File: config.mk
export PLATFORM = sky130hd
export DESIGN_NAME = pc_predict_unit
export DESIGN_NICKNAME = d
export VERILOG_FILES = /design/src/rtl/pc_predict_unit.sv
export SDC_FILE = /design/constraint.sdc
export NUM_CORES = 2
export LEC_CHECK = 0
export CORE_MARGIN = 2
export CORE_UTILIZATION = 45
export DETAILED_ROUTE_END_ITERATION = 10
export SYNTH_ARGS = -nofsm -noshare
export SYNTH_HDL_FRONTEND = slang
export SYNTH_SLANG_ARGS = --single-unit
export TNS_END_PERCENT = 1
File: constraint.sdc
create_clock -name clk -period 6.55 [get_ports clk]
set_input_delay 1.965 -clock clk [delete_from_list [all_inputs] [get_ports clk]]
set_output_delay 1.965 -clock clk [all_outputs]
set_load 0.02 [all_outputs]
File: src/rtl/pc_predict_unit.sv
// Fetch PC generator: owns the PC register, predicts the next PC from a direct-mapped
// BTB with 2-bit counters, and redirects fetch when EX resolves a misprediction.
module pc_predict_unit #(
  parameter int              XLEN        = 32,
  parameter int              BTB_ENTRIES = 16,
  parameter logic [XLEN-1:0] RESET_PC    = '0,
  parameter int              PRED_EN     = 1
) (
  input  logic            clk,
  input  logic            rst_n,
  input  logic            stall,
  output logic [XLEN-1:0] if_pc,
  output logic            if_pred_taken,
  output logic [XLEN-1:0] if_pred_target,
  input  logic            ex_valid,
  input  logic            ex_is_branch,
  input  logic            ex_is_jal,
  input  logic            ex_is_jalr,
  input  logic            ex_taken,
  input  logic [XLEN-1:0] ex_pc,
  input  logic [XLEN-1:0] ex_target,
  input  logic            ex_pred_taken,
  input  logic [XLEN-1:0] ex_pred_target,
  output logic            pipeline_flush
);

  localparam int IDX  = $clog2(BTB_ENTRIES);
  localparam int TAGW = XLEN - IDX - 2;

  logic [XLEN-1:0] pc_q, pc_d;
  logic            valid_q [BTB_ENTRIES];
  logic [TAGW-1:0] tag_q   [BTB_ENTRIES];
  logic [XLEN-1:0] tgt_q   [BTB_ENTRIES];
  logic [1:0]      ctr_q   [BTB_ENTRIES];

  logic [IDX-1:0]  if_idx, ex_idx;
  logic [TAGW-1:0] if_tag, ex_tag;
  logic            if_hit, ex_hit;
  logic            ex_ctrl, ex_jump, act_taken, mispredict, btb_we;
  logic [XLEN-1:0] act_pc;

  // Lookup reads the registered table, so a same-cycle write is not visible here.
  assign if_idx         = pc_q[IDX+1:2];
  assign if_tag         = pc_q[XLEN-1:IDX+2];
  assign if_hit         = valid_q[if_idx] && (tag_q[if_idx] == if_tag);
  assign if_pred_taken  = (PRED_EN != 0) && if_hit && ctr_q[if_idx][1];
  assign if_pred_target = if_pred_taken ? tgt_q[if_idx] : pc_q + XLEN'(4);
  assign if_pc          = pc_q;

  assign ex_ctrl        = ex_valid && (ex_is_branch || ex_is_jal || ex_is_jalr);
  assign ex_jump        = ex_is_jal || ex_is_jalr;
  assign act_taken      = ex_jump || ex_taken;
  assign act_pc         = act_taken ? ex_target : ex_pc + XLEN'(4);
  assign mispredict     = (act_taken != ex_pred_taken) || (act_pc != ex_pred_target);
  assign pipeline_flush = ex_ctrl && mispredict;

  assign ex_idx = ex_pc[IDX+1:2];
  assign ex_tag = ex_pc[XLEN-1:IDX+2];
  assign ex_hit = valid_q[ex_idx] && (tag_q[ex_idx] == ex_tag);
  assign btb_we = ex_ctrl && (PRED_EN != 0);

  always_comb begin
    pc_d = if_pred_target;
    if (pipeline_flush) pc_d = act_pc;
    else if (stall)     pc_d = pc_q;
  end

  always_ff @(posedge clk or negedge rst_n) begin
    if (!rst_n) begin
      pc_q <= RESET_PC;
      for (int i = 0; i < BTB_ENTRIES; i++) begin
        valid_q[i] <= 1'b0;
        tag_q[i]   <= '0;
        tgt_q[i]   <= '0;
        ctr_q[i]   <= 2'b01;
      end
    end else begin
      pc_q <= pc_d;
      if (btb_we) begin
        if (ex_hit) begin
          if (ex_jump) begin
            ctr_q[ex_idx] <= 2'b11;
            tgt_q[ex_idx] <= ex_target;
          end else if (ex_taken) begin
            if (ctr_q[ex_idx] != 2'b11) ctr_q[ex_idx] <= ctr_q[ex_idx] + 2'b01;
            tgt_q[ex_idx] <= ex_target;
          end else if (ctr_q[ex_idx] != 2'b00) begin
            ctr_q[ex_idx] <= ctr_q[ex_idx] - 2'b01;
          end
        end else if (act_taken) begin
          // Allocation overwrites whatever occupied the slot.
          valid_q[ex_idx] <= 1'b1;
          tag_q[ex_idx]   <= ex_tag;
          tgt_q[ex_idx]   <= ex_target;
          ctr_q[ex_idx]   <= ex_jump ? 2'b11 : 2'b10;
        end
      end
    end
  end

endmodule

==> impl_metrics.toml <==
[grt]
grt_first_pass_wirelength_um = 272400
grt_pass1_vias = 37870
antenna_found_initial = 10
grt_max_degree = 141
grt_overflow = 0
grt.total_usage_pct = 31.09

[status]
violations = "setup timing"
status = "finished, violations left"

[synthesis]
synth_flop_cell = "dfrtp_1"
syn_area_per_cell_um2 = 13.29
synth_edf_count = 0
syn_inst = 3988
ys_ff_latch = 1008
synthArstFlopShare_pct = 100.0
syn_nets = 4100
yosysWarnings = 0
yosysSeqAreaShare_pct = 47.64
netlist-cell-type-count = 82
syn_area_um2 = 52980

[detailed_routing]
drt_iter0_drc = 3851
ant_nets = 0
drc = 0
vias_per_cell = 6.238
num_vias = 37210
routed_wl_um = 187000
wl_per_cell_um = 31.34
dr.pass1.iters = 6

[power_and_ir_drop]
vdd_drop_max_uv = 249.8
power_density_nw_per_um2 = 346.1
leakage_nw = 27.60
power_mw = 22.03

[clocking]
cts_tree = "done"
cts.path.max_buffers = 3
cts_hold_buf = 0
clk_latency_ps = 730
cts_buffers = 110
clkTransAtPathRegs_ps = 60
htree_levels = 3
cts_sinks = 1008
cts_root_buf = "clkbuf_16"

[min_path]
hold_path_class = "reg2reg"
hp-start = "tgt_q[446]"

[finish]
final_cell_mix = "dfrtp_1, mux2_2, buf_4"
multi_input_area_um2 = 26480
final_common_cell = "dfrtp_1"
area_growth_syn_to_layout_pct = 20.13
drive_above_1_share_pct = 45.07
n_fill_cell = 9809
final_util_pct = 54.63
ff_latch_area_um2 = 25260
layout.nets = 4457

[sta]
finalSetupViolCount = 2
fmax_mhz = 149.9
fin_crit_sh_pct = 101.8
worst_pin_slew_ps = 997.9
timing.slew.headroom_pct = 33.38
final_hold_viol_count = 0
finalClockSkew_ps = 25.49
finalCriticalPeriod_ps = 6669
fin_ws_ps = -119.5
hold_ws_ps = 477.6
drv_slew = 0
grt_setup_unrepaired = "true"

[flow_run]
maxCapViolations = 0

[placement]
dp_hpwl_um = 125700
gp_congestion = 0.9875
port_buffers = 170

[setup_path]
crit_type = "in2out"
rr_startpoint = "if_pc[2]"
worst_setup_path_start_kind = "input pin"
worst_ep_required_time_ps = 4590
crit_path_start = "ex_pc[18]"
end_kind = "primary output"
cp.arrival_ps = 4700
cp_max_fo = 6

[die]
start_util_pct = 45.47
die_h_um = 347.1
ios = 171
rows = 125
die_area_um2 = 120500
coreArea_um2 = 116500
die_w_um = 347.1
-- registers in the layout, indices dropped and copies added (netlist names) --
signal,count
valid_q,16
if_pc,32
tag_q,416
tgt_q,512
ctr_q,32
-- Yosys cell counts, types with 16 or more instances --
library cell	number	area [µm²]
mux2i_1	206	2062
xnor2_1	97	849.6
nand3_1	73	365.4
buf_2	104	520.5
a22oi_1	41	307.8
inv_1	32	120.1
nand4_1	33	206.5
mux4_2	323	7274
nand2b_1	39	244.0
dfstp_2	16	420.4
nor2_1	65	244.0
mux2_2	847	9538
xor2_1	45	394.1
a21oi_1	68	340.3
dfrtp_1	992	24820
a211oi_1	20	150.1
nor3_1	25	125.1
buf_1	28	105.1
and3_1	16	100.1
clkbuf_1	239	897.1
nand2_1	229	859.6
o211ai_1	17	127.6
o21ai_0	206	1031
-- cell type report --
cell class              count  share of cell area, %
multi-input cells        2553                  41.60
flip-flops and latches   1008                  39.69
repair buffers            636                  9.483
clock buffers             157                  5.109
well taps                1524                  2.996
clock inverters            48                 0.9023
inverters                  36                 0.2123
diodes                      3                0.01179
-- stage by stage --
stage / area (µm²) / instances / TNS (ps) / setup slack [ps]
6_report: 63650 / 5965 / -167.4 / -119.5
5_1_grt: 63640 / 5963 / -387.7 / -203.7
4_1_cts: 63340 / 5953 / -359.5 / -151.8
3_5_place_dp: 59110 / 5732 / -930.7 / -822.1
3_3_place_gp: 59110 / 5732 / -1104 / -942.1
2_1_floorplan: 53020 / 3988 / 0 / 12.70
-- kinds of logic after synthesis --
kind of cell	after synthesis	share of synthesized area, %
multiplexers	1378	35.68
flip-flops	1008	47.64
AND/OR/NAND/NOR	560	5.212
AO/OA/AOI/OAI	465	5.474
buffers and inverters	427	3.436
XOR/XNOR	143	2.390
adder cells (fa/ha/maj)	7	0.1653
-- timing repair --
action / 4_1_cts / 5_1_grt
resized for setup: 194 / 73
pin swaps: 21 / 23
setup buffers: 17 / 10
hold endpoints to repair: 0 / 0
cloned: 1 / 0
endpoints found under the setup margin: 34 / 34
-- critical path, cell delays in order --
cell,delay (ps)
buf_12,120
nand4_1,220
or4_4,620
buf_8,160
buf_6,120
o31a_1,310
o31ai_1,350
o221ai_1,200
nor3_1,170
and4_4,250
a21boi_4,60
buf_6,150
-- layer usage --
layer,track usage [%],up-vias,share of wire [%]
met5,0,-,0.039
met3,7.747,387,8.7
met2,46.86,1594,45
met4,12.56,10,4.5
li1,-,15630,-
met1,43.10,19590,42
-- worst paths after layout --
path | cells past startpoint | slack (ps) | endpoint
setup / recovery | 12 | -120 | pipeline_flush
hold / removal | 2 | 480 | tgt_q[446]
setup reg to reg | 17 | 2280 | if_pc[24]
hold reg to reg | 2 | 480 | tgt_q[446]
max in group asynchronous | 2 | 3940 | tgt_q[55]
min in group asynchronous | 1 | 1270 | tag_q[396]
-- where the power goes --
| group | internal, mW | switching, mW |
|---|---|---|
| Sequential | 7.75 | 1.03 |
| Clock | 3.85 | 2.70 |
| Combinational | 3.59 | 3.12 |
| Total | 15.2 | 6.85 |
Note: power is estimated with default switching activity, not from simulation.
